### config.mk
export PLATFORM = sky130hd
export DESIGN_NAME = mem_port_arbiter
export DESIGN_NICKNAME = d
export VERILOG_FILES = /design/src/rtl/mem_arb_pkg.sv /design/src/rtl/rr_pick2.sv /design/src/rtl/mem_port_arbiter.sv
export SDC_FILE = /design/constraint.sdc
export NUM_CORES = 1
export LEC_CHECK = 0
export CAP_MARGIN = 20
export CORE_MARGIN = 4
export CORE_UTILIZATION = 50
export CTS_BUF_LIST = sky130_fd_sc_hd__clkbuf_4 sky130_fd_sc_hd__clkbuf_8
export DETAILED_ROUTE_END_ITERATION = 8
export DONT_BUFFER_PORTS = 1
export HOLD_SLACK_MARGIN = 0.02
export PLACE_DENSITY = 0.74
export RECOVER_POWER = 50
export SLEW_MARGIN = 20
export SYNTH_ARGS = -nofsm -noshare
export SYNTH_HDL_FRONTEND = slang
export SYNTH_HIERARCHICAL = 1
export SYNTH_SLANG_ARGS = --single-unit
### constraint.sdc
create_clock -name clk -period 1.3 [get_ports clk]
set_input_delay 0.26 -clock clk [delete_from_list [all_inputs] [get_ports clk]]
set_output_delay 0.26 -clock clk [all_outputs]
set_load 0.02 [all_outputs]
### src/rtl/mem_arb_pkg.sv
// Shared constants for the memory port arbiter: FSM state encodings and grant indices.
package mem_arb_pkg;

    localparam logic [1:0] IDLE   = 2'd0;
    localparam logic [1:0] ACCESS = 2'd1;
    localparam logic [1:0] RESP   = 2'd2;

    localparam logic PORT_CPU = 1'b0;
    localparam logic PORT_LDR = 1'b1;

endpackage

### src/rtl/rr_pick2.sv
// Combinational two-way round-robin pick: a lone requester wins, a tie goes to the
// port that was not granted last.
module rr_pick2
    import mem_arb_pkg::*;
(
    input  logic req0,
    input  logic req1,
    input  logic last_grant,
    output logic valid,
    output logic pick
);

    always_comb begin
        valid = req0 | req1;
        if (req0 && req1) begin
            pick = ~last_grant;
        end else if (req1) begin
            pick = PORT_LDR;
        end else begin
            pick = PORT_CPU;
        end
    end

endmodule

### src/rtl/mem_port_arbiter.sv
// Shares one variable-latency memory port between the CPU (port 0) and a loader (port 1),
// one transaction at a time, with a ready handshake and an access timeout.
module mem_port_arbiter
    import mem_arb_pkg::*;
#(
    parameter int unsigned AW      = 32,
    parameter int unsigned DW      = 32,
    parameter int unsigned TIMEOUT = 16
) (
    input  logic          clk,
    input  logic          rst,
    input  logic          req0,
    input  logic          req1,
    input  logic          we0,
    input  logic          we1,
    input  logic [AW-1:0] addr0,
    input  logic [AW-1:0] addr1,
    input  logic [DW-1:0] wdata0,
    input  logic [DW-1:0] wdata1,
    output logic          ack0,
    output logic          ack1,
    output logic [DW-1:0] rdata,
    output logic          cpu_stall,
    output logic          err,
    output logic [AW-1:0] mem_addr,
    output logic [DW-1:0] mem_wdata,
    output logic          mem_rd,
    output logic          mem_wr,
    input  logic [DW-1:0] mem_rdata,
    input  logic          mem_ready
);

    localparam int unsigned CW = (TIMEOUT > 1) ? $clog2(TIMEOUT) : 1;
    localparam logic [CW-1:0] CNT_MAX = CW'(TIMEOUT - 1);

    logic [1:0]    state_q, state_d;
    logic          last_grant_q, last_grant_d;
    logic          grant_q, grant_d;
    logic          we_q, we_d;
    logic [CW-1:0] cnt_q, cnt_d;
    logic          err_q, err_d;
    logic [DW-1:0] rdata_q, rdata_d;
    logic [AW-1:0] addr_q, addr_d;
    logic [DW-1:0] wdata_q, wdata_d;
    logic          rd_q, rd_d;
    logic          wr_q, wr_d;
    logic          ack0_q, ack0_d;
    logic          ack1_q, ack1_d;
    logic          pick_valid;
    logic          pick;

    rr_pick2 u_pick (
        .req0       (req0),
        .req1       (req1),
        .last_grant (last_grant_q),
        .valid      (pick_valid),
        .pick       (pick)
    );

    always_comb begin
        state_d      = state_q;
        last_grant_d = last_grant_q;
        grant_d      = grant_q;
        we_d         = we_q;
        cnt_d        = cnt_q;
        err_d        = err_q;
        rdata_d      = rdata_q;
        addr_d       = addr_q;
        wdata_d      = wdata_q;
        rd_d         = rd_q;
        wr_d         = wr_q;
        ack0_d       = 1'b0;
        ack1_d       = 1'b0;
        case (state_q)
            IDLE: begin
                if (pick_valid) begin
                    grant_d      = pick;
                    last_grant_d = pick;
                    addr_d       = (pick == PORT_LDR) ? addr1 : addr0;
                    wdata_d      = (pick == PORT_LDR) ? wdata1 : wdata0;
                    we_d         = (pick == PORT_LDR) ? we1 : we0;
                    rd_d         = ~we_d;
                    wr_d         = we_d;
                    cnt_d        = '0;
                    state_d      = ACCESS;
                end
            end
            ACCESS: begin
                if (mem_ready || cnt_q == CNT_MAX) begin
                    // Timeout still completes the transaction so the requester never hangs.
                    if (!mem_ready) begin
                        err_d   = 1'b1;
                        rdata_d = '0;
                    end else if (!we_q) begin
                        rdata_d = mem_rdata;
                    end
                    rd_d    = 1'b0;
                    wr_d    = 1'b0;
                    ack0_d  = (grant_q == PORT_CPU);
                    ack1_d  = (grant_q == PORT_LDR);
                    state_d = RESP;
                end else begin
                    cnt_d = cnt_q + CW'(1);
                end
            end
            RESP: begin
                state_d = IDLE;
            end
            default: begin
                state_d = IDLE;
            end
        endcase
    end

    always_ff @(posedge clk or negedge rst) begin
        if (!rst) begin
            state_q      <= IDLE;
            last_grant_q <= PORT_LDR;
            grant_q      <= PORT_CPU;
            we_q         <= 1'b0;
            cnt_q        <= '0;
            err_q        <= 1'b0;
            rdata_q      <= '0;
            addr_q       <= '0;
            wdata_q      <= '0;
            rd_q         <= 1'b0;
            wr_q         <= 1'b0;
            ack0_q       <= 1'b0;
            ack1_q       <= 1'b0;
        end else begin
            state_q      <= state_d;
            last_grant_q <= last_grant_d;
            grant_q      <= grant_d;
            we_q         <= we_d;
            cnt_q        <= cnt_d;
            err_q        <= err_d;
            rdata_q      <= rdata_d;
            addr_q       <= addr_d;
            wdata_q      <= wdata_d;
            rd_q         <= rd_d;
            wr_q         <= wr_d;
            ack0_q       <= ack0_d;
            ack1_q       <= ack1_d;
        end
    end

    assign ack0      = ack0_q;
    assign ack1      = ack1_q;
    assign rdata     = rdata_q;
    assign err       = err_q;
    assign mem_addr  = addr_q;
    assign mem_wdata = wdata_q;
    assign mem_rd    = rd_q;
    assign mem_wr    = wr_q;
    assign cpu_stall = req0 & ~ack0_q;

endmodule

==> results.ini <==
[outcome]
outcome=finished with violations
violations=negative hold slack, negative setup slack

[synth]
ys_warn_count=6
syn_inst=449
synth-seq-cells=110
synthesis.area_mm2=0.004970
synth_fp_nets=617
synth_cell_type_count=32
ys_seq_area_share_pct=55.41
synth_top_area_cell=dfrtp_1
netlist_top_cells_area=dfrtp_1 55%, mux2i_1 13%, a22o_1 11%
synth_top_area_share_pct=54.88
avgSynthCellArea_um2=11.07

[final_layout]
fin_area_mm2=0.005918
area_growth_pct=19.08
fin_util_pct=60.83
final-instance-count-excl-fill=601
final_cell_mix=106 x dfrtp_1, 67 x nand2_1, 64 x a22o_1
diodes=0
final_common_cell=dfrtp_1
fin_nets=633
layout-drive-gt1-share_pct=18.16

[die]
die_w_um=107.7
floorplan.initialDensity_pct=51.08
rows=36
core-area_mm2=0.009729
io_pins=269
die_h_um=107.7
dieArea_mm2=0.01160

[sta]
worstMarginPinSlew_ns=0.6295
finalCriticalPeriod_ns=1.444
finalHoldViolCount=110
fin_crit_sh_pct=111.1
fin_skew_ns=0.01728
layout_setup_ws_ns=-0.1443
setup_violations=101
max-slew-margin-rel_pct=57.90
fmax_mhz=692.4
rsz0062_at_grt=yes
whs_ns=-0.4152
slew_violations=0

[critical_path]
crit_fanout=13
critPathMaxStageDelay_ns=0.51
reg2regPathDepth=4
crit_arrival_ns=1.68
reg2reg_to=mem_addr[8]
crit_slowest_cell=or3b_4
r2r-start=state_q[0]
reg2reg_setup_slack_ns=-0.14
cp_cell_sequence=or3b_4, clkbuf_16, nand2_1, o21ai_1
endpoint=mem_addr[8]
cp-start-kind=flip-flop
crit_required_ns=1.54
crit_cells=4
path_class=flip-flop to flip-flop
crit_family=simple AND/OR/NAND/NOR gates
path_buf_inv=1
cp-end-kind=flip-flop
critPathLaunch=state_q[0]

[power]
leakage_nw=2.674
peakVddDrop_uv=1298
p_total_mw=16.37
p_per_area_mw_per_mm2=2767

[detailed_routing]
vias=3690
drt_first_pass_iters=4
routed_wirelength_um=13450
route.detailed.drc=0
drtAntennaViolNets=0
vias_per_cell=6.140
post_drt_wl_per_cell_um=22.37
drt_iter0_drc=204

[global_routing]
met1_usage_pct=24.45
grt_util_met2_pct=32.06
busiest_layer=met2
grt_usage_pct=19.60
grt_max_degree=111
grt_overflow=0
grt_pass1_wl_um=17880
use_met3_pct=5.459
grt_pass1_vias=3469
antenna_found_initial=0

[cts]
cts_buffers=9
cts_buffer_depth=2
path_clk_slew_ns=0.10
insertion_delay_ns=0.36
root_buffer=clkbuf_8
cts_tree=built
cts_sinks=110
htree_num_levels=3

[placed_design]
place_congestion=0.7619
placed_area_mm2=0.005235
dp_hpwl_um=8220
dp.cells=567
io_buffer_count=0

[job]
drv_cap=0

[hold_path]
hold_class=input pin to asynchronous set/reset pin

Yosys cell counts:
cell type / number
nor2_1: 2
a22o_1: 64
ha_1: 1
buf_6: 2
or4_1: 1
or2_1: 1
o21a_1: 1
o22ai_1: 1
o21ai_0: 18
a21boi_1: 1
nor2b_1: 2
nand2_1: 75
nand3_1: 2
or3b_1: 1
mux2i_1: 66
nor3b_1: 2
buf_2: 18
clkbuf_1: 16
nand2b_1: 1
dfrtp_1: 109
buf_4: 1
a31oi_1: 1
o41ai_1: 1
o221ai_1: 1
a21oi_1: 1
o211ai_1: 1
dfstp_2: 1
o311ai_0: 1
a31o_2: 1
o21ai_1: 50
inv_1: 5
nor3b_2: 1
worst register-to-register path, delay by kind of cell, from the launching register on:
kind                   cells  cell delay, ns
AOI/OAI and AO/OA          1            0.07
buffers and inverters      1            0.22
DFF                        1            0.46
and+or+nand+nor            2            0.59
area by class of cell:
type	instances	area (um2)
flip-flops and latches	110	2758
inverters	5	18.77
repair buffers	40	559.3
clock inverters	4	72.57
well taps	133	166.4
clock buffers	10	137.6
multi-input cells	299	2206
fillers	789	3811
metal layers:
| layer | up-vias | wire (um) |
|---|---|---|
| met5 | - | 0 |
| met3 | 16 | 1193 |
| met1 | 1841 | 5371 |
| met2 | 169 | 6699 |
| li1 | 1664 | - |
| met4 | 0 | 182 |
per-stage QoR:
step	setup TNS, ns	setup slack (ns)
finish	-9.391	-0.1443
global placement	-6.856	-0.1750
floorplan	-6.569	-0.1069
CTS	-6.312	-0.1055
global route	-14.22	-0.1817
detailed placement	-10.75	-0.2273
how the worst min path moves through the flow:
stage	to	start	slack, ns	depth (start not counted)
after global placement	mem_wdata[5]	rst	-0.03	0
after floorplan	ack0	rst	-0.04	0
after CTS	rdata[14]	rst	-0.44	0
after global routing	mem_addr[31]	rst	-0.45	0
after detailed placement	mem_addr[31]	rst	-0.03	0
final	mem_wdata[5]	rst	-0.42	0
state kept, by name, indices dropped and copies added, names as in the netlist:
name          count
err               1
ack0              1
last_grant_q      1
mem_wr            1
mem_addr         32
we_q              1
grant_q           1
mem_wdata        32
rdata            32
mem_rd            1
cnt_q             4
ack1              1
state_q           2
report_power, final:
group          internal (mW)  switching, mW  total [mW]
Sequential              5.07           3.33        8.40
Combinational           3.12           2.66        5.78
Clock                   1.12           1.08        2.19
Total                   9.30           7.07        16.4
kinds of logic after synthesis:
group / after synthesis / share of synthesized area [%]
AOI/OAI and AO/OA: 142 / 19.64
adders and majority gates: 1 / 0.2517
buffers and inverters: 42 / 4.003
DFF: 110 / 55.41
muxes: 66 / 13.29
and+or+nand+nor: 88 / 7.402
repair_timing:
| item | CTS | global route |
|---|---|---|
| gates resized for setup | 16 | 32 |
| gates cloned | 2 | 10 |
| pin swaps | 3 | 4 |
| setup buffers | 6 | 1 |
| hold endpoints to repair | 136 | 123 |
| setup endpoints to repair | 104 | 104 |
Power figures use the tool's default switching activity.
